[src/rtl/lc3b_types.sv]
`default_nettype none
// ============================================================================
//  Module      : lc3b_types (package)
//  Description : Shared types for the LC-3b memory hierarchy: the cache-line
//                type, the cache arbiter FSM states, the requester identity
//                used for round-robin history, and the tie-break helper.
//  Revision    : 1.0  initial release
// ============================================================================
package lc3b_types;

    typedef logic [127:0] lc3b_line;

    typedef enum logic [1:0] {
        IDLE    = 2'd0,
        GRANT_I = 2'd1,
        GRANT_D = 2'd2,
        RELEASE = 2'd3
    } arb_state_t;

    typedef enum logic {
        REQ_I = 1'b0,
        REQ_D = 1'b1
    } arb_req_t;

    // Picks the requester to serve next. With both caches asking, the one
    // that was not served last wins, so neither side can be starved.
    // Only meaningful when at least one request is present.
    function automatic arb_req_t rr_pick(input logic     icache_req,
                                         input logic     dcache_req,
                                         input arb_req_t last);
        if (icache_req && dcache_req) begin
            return (last == REQ_I) ? REQ_D : REQ_I;
        end else if (dcache_req) begin
            return REQ_D;
        end else begin
            return REQ_I;
        end
    endfunction

endpackage
`default_nettype wire

[src/rtl/cache_arbiter.sv]
`default_nettype none
// ============================================================================
//  Module      : cache_arbiter
//  Description : Shares the single physical-memory port between ICache and
//                DCache line-miss traffic. One requester is granted at a time;
//                its address, writeback line and operation are latched at
//                grant and drive pmem until pmem_resp. The response is routed
//                back to the granted requester only. Ties are broken
//                round-robin, D first after reset.
//  Revision    : 1.0  initial release
//
//  Ports
//    clk, rst        clock; asynchronous active-high reset
//    i_pmem_read     ICache line read request (level, held until i_pmem_resp)
//    i_pmem_addr     ICache line address
//    i_pmem_rdata    line returned to ICache (holds last returned line)
//    i_pmem_resp     one-cycle completion pulse to ICache
//    d_pmem_read     DCache line read request (level)
//    d_pmem_write    DCache writeback request (level)
//    d_pmem_addr     DCache line address
//    d_pmem_wdata    DCache writeback line
//    d_pmem_rdata    line returned to DCache (holds last returned line)
//    d_pmem_resp     one-cycle completion pulse to DCache
//    pmem_read       read strobe to memory
//    pmem_write      write strobe to memory
//    pmem_addr       latched address of the granted requester
//    pmem_wdata      latched writeback line
//    pmem_rdata      memory read data
//    pmem_resp       memory completion, valid one cycle
// ============================================================================
module cache_arbiter
    import lc3b_types::*;
#(
    parameter int ADDR_WIDTH = 16,
    parameter int LINE_WIDTH = 128
) (
    input  logic                  clk,
    input  logic                  rst,

    input  logic                  i_pmem_read,
    input  logic [ADDR_WIDTH-1:0] i_pmem_addr,
    output logic [LINE_WIDTH-1:0] i_pmem_rdata,
    output logic                  i_pmem_resp,

    input  logic                  d_pmem_read,
    input  logic                  d_pmem_write,
    input  logic [ADDR_WIDTH-1:0] d_pmem_addr,
    input  logic [LINE_WIDTH-1:0] d_pmem_wdata,
    output logic [LINE_WIDTH-1:0] d_pmem_rdata,
    output logic                  d_pmem_resp,

    output logic                  pmem_read,
    output logic                  pmem_write,
    output logic [ADDR_WIDTH-1:0] pmem_addr,
    output logic [LINE_WIDTH-1:0] pmem_wdata,
    input  logic [LINE_WIDTH-1:0] pmem_rdata,
    input  logic                  pmem_resp
);

    arb_state_t            state;
    arb_state_t            state_next;
    arb_req_t              last_grant;
    arb_req_t              winner;

    logic                  icache_req;
    logic                  dcache_req;
    logic                  grant_now;

    logic [ADDR_WIDTH-1:0] addr_latch;
    logic [LINE_WIDTH-1:0] wdata_latch;
    logic                  op_write;
    logic [LINE_WIDTH-1:0] i_rdata_hold;
    logic [LINE_WIDTH-1:0] d_rdata_hold;

    assign icache_req = i_pmem_read;
    assign dcache_req = d_pmem_read | d_pmem_write;
    assign winner     = rr_pick(icache_req, dcache_req, last_grant);
    assign grant_now  = (state == IDLE) && (icache_req || dcache_req);

    // ------------------------------------------------------------------
    // Next-state logic. Arbitration only happens in IDLE; RELEASE is a
    // dead cycle so the served cache can drop its request first.
    // ------------------------------------------------------------------
    always_comb begin
        state_next = state;
        case (state)
            IDLE: begin
                if (icache_req || dcache_req) begin
                    state_next = (winner == REQ_D) ? GRANT_D : GRANT_I;
                end
            end
            GRANT_I, GRANT_D: begin
                if (pmem_resp) begin
                    state_next = RELEASE;
                end
            end
            RELEASE: begin
                state_next = IDLE;
            end
            default: begin
                state_next = IDLE;
            end
        endcase
    end

    // ------------------------------------------------------------------
    // State register
    // ------------------------------------------------------------------
    always_ff @(posedge clk or posedge rst) begin
        if (rst) begin
            state <= IDLE;
        end else begin
            state <= state_next;
        end
    end

    // ------------------------------------------------------------------
    // Grant-time latches and returned-line holding registers. Once
    // granted, requester inputs are ignored until the next grant.
    // ------------------------------------------------------------------
    always_ff @(posedge clk or posedge rst) begin
        if (rst) begin
            last_grant   <= REQ_I;
            addr_latch   <= '0;
            wdata_latch  <= '0;
            op_write     <= 1'b0;
            i_rdata_hold <= '0;
            d_rdata_hold <= '0;
        end else begin
            if (grant_now) begin
                last_grant <= winner;
                if (winner == REQ_D) begin
                    addr_latch  <= d_pmem_addr;
                    wdata_latch <= d_pmem_wdata;
                    // Read and write together is illegal; write takes priority.
                    op_write    <= d_pmem_write;
                end else begin
                    addr_latch  <= i_pmem_addr;
                    op_write    <= 1'b0;
                end
            end
            if (pmem_resp && (state == GRANT_I)) begin
                i_rdata_hold <= pmem_rdata;
            end
            if (pmem_resp && (state == GRANT_D)) begin
                d_rdata_hold <= pmem_rdata;
            end
        end
    end

    // ------------------------------------------------------------------
    // Output decode. Strobes come from the state register, so the async
    // reset drops them without waiting for a clock edge. Resp and rdata
    // follow pmem_resp in the same cycle.
    // ------------------------------------------------------------------
    always_comb begin
        pmem_read    = 1'b0;
        pmem_write   = 1'b0;
        i_pmem_resp  = 1'b0;
        d_pmem_resp  = 1'b0;
        i_pmem_rdata = i_rdata_hold;
        d_pmem_rdata = d_rdata_hold;
        case (state)
            GRANT_I: begin
                pmem_read = 1'b1;
                if (pmem_resp) begin
                    i_pmem_resp  = 1'b1;
                    i_pmem_rdata = pmem_rdata;
                end
            end
            GRANT_D: begin
                pmem_read  = ~op_write;
                pmem_write = op_write;
                if (pmem_resp) begin
                    d_pmem_resp  = 1'b1;
                    d_pmem_rdata = pmem_rdata;
                end
            end
            default: begin
            end
        endcase
    end

    assign pmem_addr  = addr_latch;
    assign pmem_wdata = wdata_latch;

    a_no_dual_dcache_op: assert property (@(posedge clk) disable iff (rst)
        !(d_pmem_read && d_pmem_write));

    a_single_resp: assert property (@(posedge clk) disable iff (rst)
        !(i_pmem_resp && d_pmem_resp));

endmodule
`default_nettype wire

[config.mk]
export PLATFORM = sky130hd
export DESIGN_NAME = cache_arbiter
export DESIGN_NICKNAME = d
export VERILOG_FILES = /design/src/rtl/lc3b_types.sv /design/src/rtl/cache_arbiter.sv
export SDC_FILE = /design/constraint.sdc
export NUM_CORES = 1
export LEC_CHECK = 0
export CORE_AREA = 2 2 270 272
export CTS_CLUSTER_SIZE = 30
export DETAILED_ROUTE_END_ITERATION = 6
export DIE_AREA = 0 0 272 274
export GPL_ROUTABILITY_DRIVEN = 0
export REMOVE_ABC_BUFFERS = 1
export SLEW_MARGIN = 0
export SYNTH_ARGS = -nofsm -noshare
export SYNTH_HDL_FRONTEND = slang
export SYNTH_SLANG_ARGS = --single-unit
[constraint.sdc]
create_clock -name clk -period 13.7 [get_ports clk]
set_input_delay 3.425 -clock clk [delete_from_list [all_inputs] [get_ports clk]]
set_output_delay 3.425 -clock clk [all_outputs]
set_load 0.005 [all_outputs]
-- Yosys cells after proc, flatten, opt, wreduce, memory -nomap -nowiden
Cells that the tools add are included.
- input port bits: 294
- logic and storage cells: 41
- flip-flop bits (word level): 404
- output and inout port bits: 404
- equality and inequality tests: 5
- bitwise operators: 2
- reduce and logical (&&, ||, !) cells: 9
- mux-type cells: 18
- operators by type and width (cell ; count):
    128-bit 2-to-1 mux ; 4
    16-bit 2-to-1 mux ; 1
    1-bit 2-to-1 mux ; 8
    2-bit 2-to-1 mux ; 3
    2-bit one-hot mux with 3 select lines ; 1
    2-bit == test, second input constant ; 2
    1-bit logical AND ; 4
    2-bit AND reduction ; 2
    2-bit by 1-bit == test with 1-bit output, second input constant ; 1
    2-bit zero test ; 1
    2-bit by 1-bit != test with 1-bit output, second input constant ; 1
    2-bit != test, second input constant ; 1
    1-bit one-hot mux with 2 select lines ; 1
    2-bit OR reduction ; 1
    1-bit logical OR ; 1
    1-bit inverter ; 1
    1-bit OR ; 1

-- Depth between registers and ports, before layout
Gate-level depths: netlist of the first run.
- depth in word-level cells: 6
- mapped depth: 7
- mapped depth without buffers: 5

-- Worst setup path after synthesis of the first run
OpenSTA, ideal clock, no wires.
- path kind: input port to output port
- start: in pmem_resp
- end: out i_pmem_rdata[0]
- path buffers: 3
- cell stages on the path: 5
- data arrival time: 4.393 ns
- slack: 5.882 ns
- data required time: 10.275 ns
- path through: and2_1 > clkbuf_1 > buf_2 > buf_2 > mux2_2
- cells in the longest elaborated chain, start to end: 2
- RTL lines (element ; line ; RTL):
    from (decl) ; cache_arbiter.sv:57 ; input logic pmem_resp
    128-bit 2-to-1 mux ; cache_arbiter.sv:166 ; if (pmem_resp) begin
    128-bit 2-to-1 mux ; cache_arbiter.sv:163 ; case (state)
    to (decl) ; cache_arbiter.sv:42 ; output logic [LINE_WIDTH-1:0] i_pmem_rdata,
Every way passes these cells.

-- Worst setup path in the final report of the first run
- start: in pmem_resp
- end: out i_pmem_rdata[33]
The elaborated chain is that of the path after synthesis.

==> reports/qor_table.md, run 1 <==
| Stage | Result | Value |
|---|---|---|
| pwr | Power density over cell area | 242 nW/um2 |
| synthesis | Synth unique cells | 25 |
| place | Setup slack after placement | 3.99 ns |
| finish | Finished Core Util | 39.1% |
| die | Number of rows in the core area | 99 |
| timing | RSZ-0062 raised after global routing | no |
| setup path | Reg-to-Reg Start | state[0] |
| clocking | Cts hold-fix bufs | 0 |
| setup path | Most common cell type on the critical path | sky130_fd_sc_hd__clkdlybuf4s50_1 |
| synthesis | Post-Syn Area per Cell | 15.7 um2 |
| clocking | Clock tree from TritonCTS | yes |
| global route | Largest net degree at the start of global routing | 165 |
| synthesis | Cell area after synthesis | 18800 um2 |
| timing | Largest clock skew in the final design | 0.0118 ns |
| pwr | Switching share of total power | 28.8% |
| setup path | Library cell contributing the largest single delay on the critical path | sky130_fd_sc_hd__and2_4 |
| place | Cell area after placement | 26600 um2 |
| pwr | Leakage power | 11.7 nW |
| pwr | Net switching power | 1.96 mW |
| place | Detailed placer's ending HPWL | 41600 um |
| synthesis | Register area share after synthesis | 53.8% |
| clocking | Clock Latency Late Sink | 0.57 ns |
| timing | Max-slew violations | 0 |
| setup path | Critical-path maximum fanout | 158 |
| die | Die ar. | 74500 um2 |
| route | Final routed DRC violation total | 0 |
| clocking | CTS Buffer Depth | 3 |
| timing | Crit path setup slack, layout | 3.87 ns |
| synthesis | Top cell type's share of synthesized area | 53.8% |
| finish | Top library cells by usage in the layout, fill and taps aside | sky130_fd_sc_hd__clkdlybuf4s50_1 (697), sky130_fd_sc_hd__mux2_2 (532), sky130_fd_sc_hd__dfrtp_1 (404) |
| run status | Run status | finished clean |
| global route | Global Route Usage Sum | 14.4% |
| synthesis | Count of mapped cells out of synthesis | 1197 |
| setup path | Cell breakdown of the critical path | clkdlybuf4s50_1, and2_4, buf_12, mux2_2, clkdlybuf4s50_1 |
| setup path | Data arrival time of the critical path | 6.41 ns |
| setup path | First element of the critical path | pmem_resp |
| global route | Total gr overflow | 0 |
| pwr | Comb pwr share | 50.3% |
| die | Effective utilization at floorplan | 26.1% |
| setup path | Critical Path Max Stage Delay | 0.58 ns |
| global route | Number of antenna violations at the first check in global routing | 12 |
| die | Die Ht | 274 um |
| die | Placeable core region | 72000 um2 |
| clocking | Post-cts repair resize count | 0 |
| route | Antenna violation net count after detailed routing | 0 |
| finish | Most common library cell in the layout ignoring fill and taps | sky130_fd_sc_hd__clkdlybuf4s50_1 |
| finish | Final non-filler cell total | 2871 |
| synthesis | Cell type with the highest aggregate area in the netlist | sky130_fd_sc_hd__dfrtp_1 |
| place | Post-Place Cells | 2786 |
| finish | Synth-to-Final Area Change | 49.6% |
| timing | Final min period | 9.83 ns |
| finish | Fraction of layout cells with a size suffix above 1 | 38.1% |
| worst hold path | Type of the most critical hold path | flip-flop to flip-flop |
| timing | Hold Violations, Final | 0 |
| clocking | Root buffer cell | sky130_fd_sc_hd__clkbuf_16 |
| clocking | Clk sinks | 404 |
| place | Number of I/O port buffers | 697 |
| worst hold path | Min-delay src | pmem_addr[7] |
| pwr | Sequential fraction of design power | 31.3% |
| pwr | Clk network pwr share | 18.4% |
| setup path | Buffers plus inverters on the worst setup path | 3 |
| clocking | # H-tree levels | 2 |
| synthesis | Leading cell types by total area after synthesis | sky130_fd_sc_hd__dfrtp_1 (54%), sky130_fd_sc_hd__mux2_2 (32%), sky130_fd_sc_hd__mux2_4 (8.7%) |
| timing | Slew Limit Headroom | 16.2% |
| die | Count of boundary I/O pins | 698 |
| setup path | Category of the critical setup timing path | input port to primary output |
| clocking | Number of buffers inserted to repair setup after CTS | 0 |
| setup path | Worst Path Required | 10.27 ns |
| finish | Number of nets in the finished design | 2174 |
| finish | Final standard cell area without fillers | 28100 um2 |
| die | Die boundary width | 272 um |
| route | Number of DRC markers after the initial detailed-route iteration | 445 |
| pwr | Internal power contribution | 4.85 mW |
| global route | First-pass GRT wire length | 83000 um |
| job | Number of max-cap violations | 0 |
| synthesis | Yosys warning count | 0 |
| route | Mean number of vias per cell | 4.29 |
| global route | Via count of the first global-routing pass | 13.2k |
| route | Detailed-route wire length per cell | 19.5 um |
| timing | Worst-Margin Slew | 1.26 ns |
| route | Total detailed-routing wirelength | 56100 um |
| setup path | Critical Path Source Type | input port |
| route | Via count | 12.3k |
| timing | Final critical-path share of the clock period | 71.8% |
| route | Detailed Routing Iterations Pass 1 | 4 |
| timing | Final TNS setup | 0 ns |
| setup path | Family of cells with the greatest summed delay on the critical path | buffers and inverters |
| timing | Max Fclk | 102 MHz |
| setup path | Sort of element at the end of the critical path | primary output |
| synthesis | #FFs+latches synth | 404 |
| timing | Number of endpoints failing setup at the final stage | 0 |
| clocking | Inserted Clock Buffers | 47 |
| clocking | Worst-path clk slew | 0.06 ns |
| pwr | VDD IR max | 0.112 mV |
==> kinds of logic (layout without fill, tap and decap cells) <==
logic type	count (synthesis)	count (layout)	synth area share [%]
mux	659	659	41.6
flops	404	404	53.8
buf+inv	79	792	2.98
simple gates	29	29	0.659
compound gates	22	22	0.719
fa+ha+maj	4	4	0.266
other cells	0	2	0
==> flip-flops by register name (all words and copies together) (netlist names) <==
register	flops
d_rdata_hold	128
i_rdata_hold	128
pmem_wdata	128
pmem_addr	16
state	2
last_grant	1
op_write	1
==> synthesized netlist by cell type <==
cell type,number
sky130_fd_sc_hd__mux2_2,532
sky130_fd_sc_hd__dfrtp_1,404
sky130_fd_sc_hd__mux2_4,109
sky130_fd_sc_hd__buf_2,56
sky130_fd_sc_hd__nand2_1,21
sky130_fd_sc_hd__mux2i_1,18
sky130_fd_sc_hd__o21ai_0,16
sky130_fd_sc_hd__buf_12,10
sky130_fd_sc_hd__clkbuf_1,5
sky130_fd_sc_hd__ha_1,4
sky130_fd_sc_hd__inv_1,4
sky130_fd_sc_hd__a21oi_1,2
sky130_fd_sc_hd__and2_1,2
sky130_fd_sc_hd__buf_6,2
sky130_fd_sc_hd__nor2b_1,2
sky130_fd_sc_hd__a2bb2oi_2,1
sky130_fd_sc_hd__buf_4,1
sky130_fd_sc_hd__buf_8,1
sky130_fd_sc_hd__nand2_2,1
sky130_fd_sc_hd__nand3_1,1
sky130_fd_sc_hd__nor2_1,1
sky130_fd_sc_hd__nor3_1,1
sky130_fd_sc_hd__o21a_1,1
sky130_fd_sc_hd__o2bb2ai_2,1
sky130_fd_sc_hd__o31ai_1,1
==> power by group through the flow <==
stage	clock (mW)	sequential (mW)	combinational, mW
2_1_floorplan	0	2.08	1.84
5_1_grt	1.35	2.21	3.64
6_report	1.25	2.13	3.43
3_5_place_dp	0	2.14	3.47
3_3_place_gp	0	2.13	3.43
4_1_cts	1.30	2.13	3.49
==> routing by layer <==
layer | routed length [um] | share of wire [%] | GRT usage, %
met4 | 1370 | 2.4 | 3.86
met2 | 28400 | 51 | 25.6
met5 | 96 | 0.17 | 0
met1 | 21500 | 38 | 16.4
met3 | 4660 | 8.3 | 5.11
==> metrics by stage <==
| stage | hold slack [ns] | power (mW) |
|---|---|---|
| after floorplan | 0.454 | 3.92 |
| after global placement | 0.467 | 5.56 |
| after detailed placement | 0.470 | 5.61 |
| after CTS | 0.483 | 6.92 |
| after global routing | 0.510 | 7.20 |
| final | 0.477 | 6.81 |
==> tightest hold or removal path, delay by kind of cell, from the launching register on <==
family           cells  cell delay (ns)
flip-flops           1             0.34
AO/OA/AOI/OAI        1             0.06
AND/OR/NAND/NOR      1             0.05
==> worst paths after layout <==
path / endpoint / slack, ns / cells past startpoint
worst max-delay path: i_pmem_rdata[33] / 3.87 / 5
worst min-delay path: pmem_addr[7] / 0.48 / 2
worst max register to register: pmem_wdata[127] / 10.82 / 5
worst min register to register: pmem_addr[7] / 0.48 / 2
max in group asynchronous: i_rdata_hold[88] / 8.08 / 4
min in group asynchronous: pmem_addr[3] / 3.33 / 2
==> final cells by class <==
class,count,area (um2)
inverter,4,22.5
antenna,2,5.00
clock buffer,72,1420
tap,959,1200
sequential,404,10100
clock inverter,11,118
fill,6720,43900
multi-input combinational,714,8150
timing repair buffer,705,7070
Power figures use the tool's default switching activity.
==> run 2: changes to the inputs <==
==> constraint.sdc (replaced) <==
create_clock -name clk -period 8.1 [get_ports clk]
set_input_delay 2.025 -clock clk [delete_from_list [all_inputs] [get_ports clk]]
set_output_delay 2.025 -clock clk [all_outputs]
set_load 0.005 [all_outputs]
==> run 2 against run 1 <==
Net effect: global-route usage is 0.20 points higher; clock skew is 0.0089 ns higher; setup slack worse by 2.3 ns; sequential share of layout area is 0.38 points lower; clock power is 79% higher; count of clock-buffer cells in the layout is 7 lower; design area is 1.1% higher; sequential power is 69% higher; critical endpoint is now i_pmem_rdata[65]; largest cell class unchanged.
==> reports/qor_table.md, run 2 (same netlist as run 1, synthesis figures left out) <==
| Stage | Result | Value | vs previous |
|---|---|---|---|
| global route | Global Route Usage Sum | 14.6% | +0.20 points |
| timing | Hold Violations, Final | 0 | unchanged |
| finish | Synth-to-Final Area Change | 51.2% |  |
| clocking | Worst-path clk slew | 0.06 ns | about the same |
| setup path | Sort of element at the end of the critical path | primary output |  |
| timing | Number of endpoints failing setup at the final stage | 0 | unchanged |
| place | Setup slack after placement | 1.51 ns | -2.48 ns |
| global route | Total gr overflow | 0 | unchanged |
| clocking | CTS Buffer Depth | 3 | unchanged |
| timing | Crit path setup slack, layout | 1.53 ns | -2.34 ns |
| route | Antenna violation net count after detailed routing | 0 | unchanged |
| timing | Final min period | 6.57 ns |  |
| route | Mean number of vias per cell | 4.27 | -0.40% |
| global route | First-pass GRT wire length | 83900 um | +1.1% |
| setup path | Library cell contributing the largest single delay on the critical path | sky130_fd_sc_hd__and2_4 |  |
| die | Number of rows in the core area | 99 | unchanged |
| finish | Count of filler cells inserted in the layout | 6671 | -0.73% |
| timing | Worst-Margin Slew | 1.18 ns | -0.0750 ns |
| die | Die ar. | 74500 um2 | unchanged |
| finish | Final non-filler cell total | 2892 | +0.73% |
| timing | RSZ-0062 raised after global routing | no |  |
| global route | Via count of the first global-routing pass | 13.2k | -0.023% |
| global route | Largest net degree at the start of global routing | 157 | -4.8% |
| finish | Storage element area | 10100 um2 | unchanged |
| finish | Area taken by multi-input logic gates | 8150 um2 | unchanged |
| clocking | Cts hold-fix bufs | 0 | unchanged |
| timing | Slew Limit Headroom | 20.8% | +4.5 points |
| die | Die Ht | 274 um | unchanged |
| die | Placeable core region | 72000 um2 | unchanged |
| setup path | Critical-path maximum fanout | 54 | -66% |
| die | Die boundary width | 272 um | unchanged |
| route | Detailed-route wire length per cell | 19.5 um | -0.24% |
| clocking | Post-cts repair resize count | 0 | unchanged |
| clocking | Number of buffers inserted to repair setup after CTS | 0 | unchanged |
| setup path | Cell breakdown of the critical path | clkdlybuf4s50_1, and2_4, buf_12, mux2_2, clkdlybuf4s50_1 |  |
| setup path | Most common cell type on the critical path | sky130_fd_sc_hd__clkdlybuf4s50_1 |  |
| place | Number of I/O port buffers | 697 | unchanged |
| setup path | Critical Path Source Type | input port |  |
| pwr | Leakage power | 11.9 nW | +1.4% |
| die | Count of boundary I/O pins | 698 | unchanged |
| setup path | Critical Path Max Stage Delay | 0.67 ns | +0.09 ns |
| place | Post-Place Cells | 2803 | +0.61% |
| timing | Max-slew violations | 0 | unchanged |
| clocking | Clock tree from TritonCTS | yes |  |
| die | Effective utilization at floorplan | 26.1% | unchanged |
| clocking | # H-tree levels | 2 | unchanged |
| clocking | Root buffer cell | sky130_fd_sc_hd__clkbuf_16 |  |
| route | Via count | 12.4k | +0.32% |
| finish | Fraction of layout cells with a size suffix above 1 | 38.8% | +0.77 points |
| setup path | Data arrival time of the critical path | 4.55 ns | -1.86 ns |
| route | Total detailed-routing wirelength | 56300 um | +0.49% |
| clocking | Clock Latency Late Sink | 0.58 ns | about the same |
| finish | Top library cells by usage in the layout, fill and taps aside | sky130_fd_sc_hd__clkdlybuf4s50_1 (697), sky130_fd_sc_hd__mux2_2 (532), sky130_fd_sc_hd__dfrtp_1 (404) |  |
| pwr | Power density over cell area | 411 nW/um2 | +70% |
| global route | Number of antenna violations at the first check in global routing | 10 | -2 |
| finish | Most common library cell in the layout ignoring fill and taps | sky130_fd_sc_hd__clkdlybuf4s50_1 |  |
| setup path | Worst Path Required | 6.08 ns | -4.19 ns |
| job | Number of max-cap violations | 0 | unchanged |
| timing | Final critical-path share of the clock period | 81.2% |  |
| route | Final routed DRC violation total | 0 | unchanged |
| clocking | Clk sinks | 404 | unchanged |
| setup path | Category of the critical setup timing path | input port to primary output |  |
| timing | Largest clock skew in the final design | 0.0207 ns | +0.00892 ns |
| route | Number of DRC markers after the initial detailed-route iteration | 421 | -5.4% |
| place | Detailed placer's ending HPWL | 42100 um | +1.2% |
| timing | Max Fclk | 152 MHz |  |
| finish | Number of nets in the finished design | 2193 | +0.87% |
| pwr | Design Power | 11.7 mW | +72% |
| clocking | Inserted Clock Buffers | 49 | +4.3% |
| route | Detailed Routing Iterations Pass 1 | 4 | unchanged |
| worst hold path | Type of the most critical hold path | flip-flop to flip-flop |  |
| run status | Run status | finished clean |  |
| pwr | VDD IR max | 0.247 mV | +120% |
-- run 2: cell types whose count changed in the layout (fill, tap and decap cells not counted), moves of 4 or more --
cell / before / now
sky130_fd_sc_hd__buf_12: 3 / 9
sky130_fd_sc_hd__buf_4: 5 / 16
sky130_fd_sc_hd__clkbuf_8: 11 / 7
sky130_fd_sc_hd__bufinv_16: 2 / 6
-- run 2: path summary, 6_finish.rpt --
kind | start | end | slack (ns) | depth (start not counted)
setup reg to reg | state[0] | pmem_wdata[113] | 5.56 | 5
setup / recovery | pmem_resp | i_pmem_rdata[65] | 1.53 | 5
max in group asynchronous | rst | d_rdata_hold[23] | 4.58 | 3
hold reg to reg | pmem_addr[9] | pmem_addr[9] | 0.48 | 2
min in group asynchronous | rst | pmem_addr[3] | 2.02 | 2
hold / removal | pmem_addr[9] | pmem_addr[9] | 0.48 | 2
-- run 2: critical path: cells and delay by family --
| kind | cells | cell delay [ns] |
|---|---|---|
| buf+inv | 3 | 1.38 |
| simple gates | 1 | 0.67 |
| mux | 1 | 0.37 |
-- run 2: cell type report --
type	count	share of cell area [%]
tap	959	4.22
clock buffer	65	4.77
inverter	4	0.0793
antenna	4	0.0352
timing repair buffer	722	25.6
clock inverter	20	0.969
multi-input combinational	714	28.7
sequential	404	35.6
-- run 2: where the power goes --
group	total, mW	internal, mW	switching (mW)
Sequential	3.59	3.06	0.524
Combinational	5.85	3.90	1.95
Clock	2.24	1.37	0.879
Total	11.7	8.33	3.36
-- run 2: per-stage QoR --
stage,area (um2),hold WS (ns),util (%),TNS (ns)
CTS,28400,0.488,39.5,0
global placement,26800,0.467,37.2,0
detailed placement,26800,0.473,37.2,0
global route,28400,0.503,39.5,0
finish,28400,0.482,39.5,0
floorplan,18200,0.454,-,-2794.87
-- run 2: metal layers --
metal | vias to the layer above | share of wire (%) | GRT usage (%)
met1 | 6038 | 38 | 16.6
met5 | - | 0.15 | 0
met3 | 107 | 9.3 | 5.77
met2 | 465 | 49 | 24.7
li1 | 5732 | - | -
met4 | 12 | 3.6 | 5.68
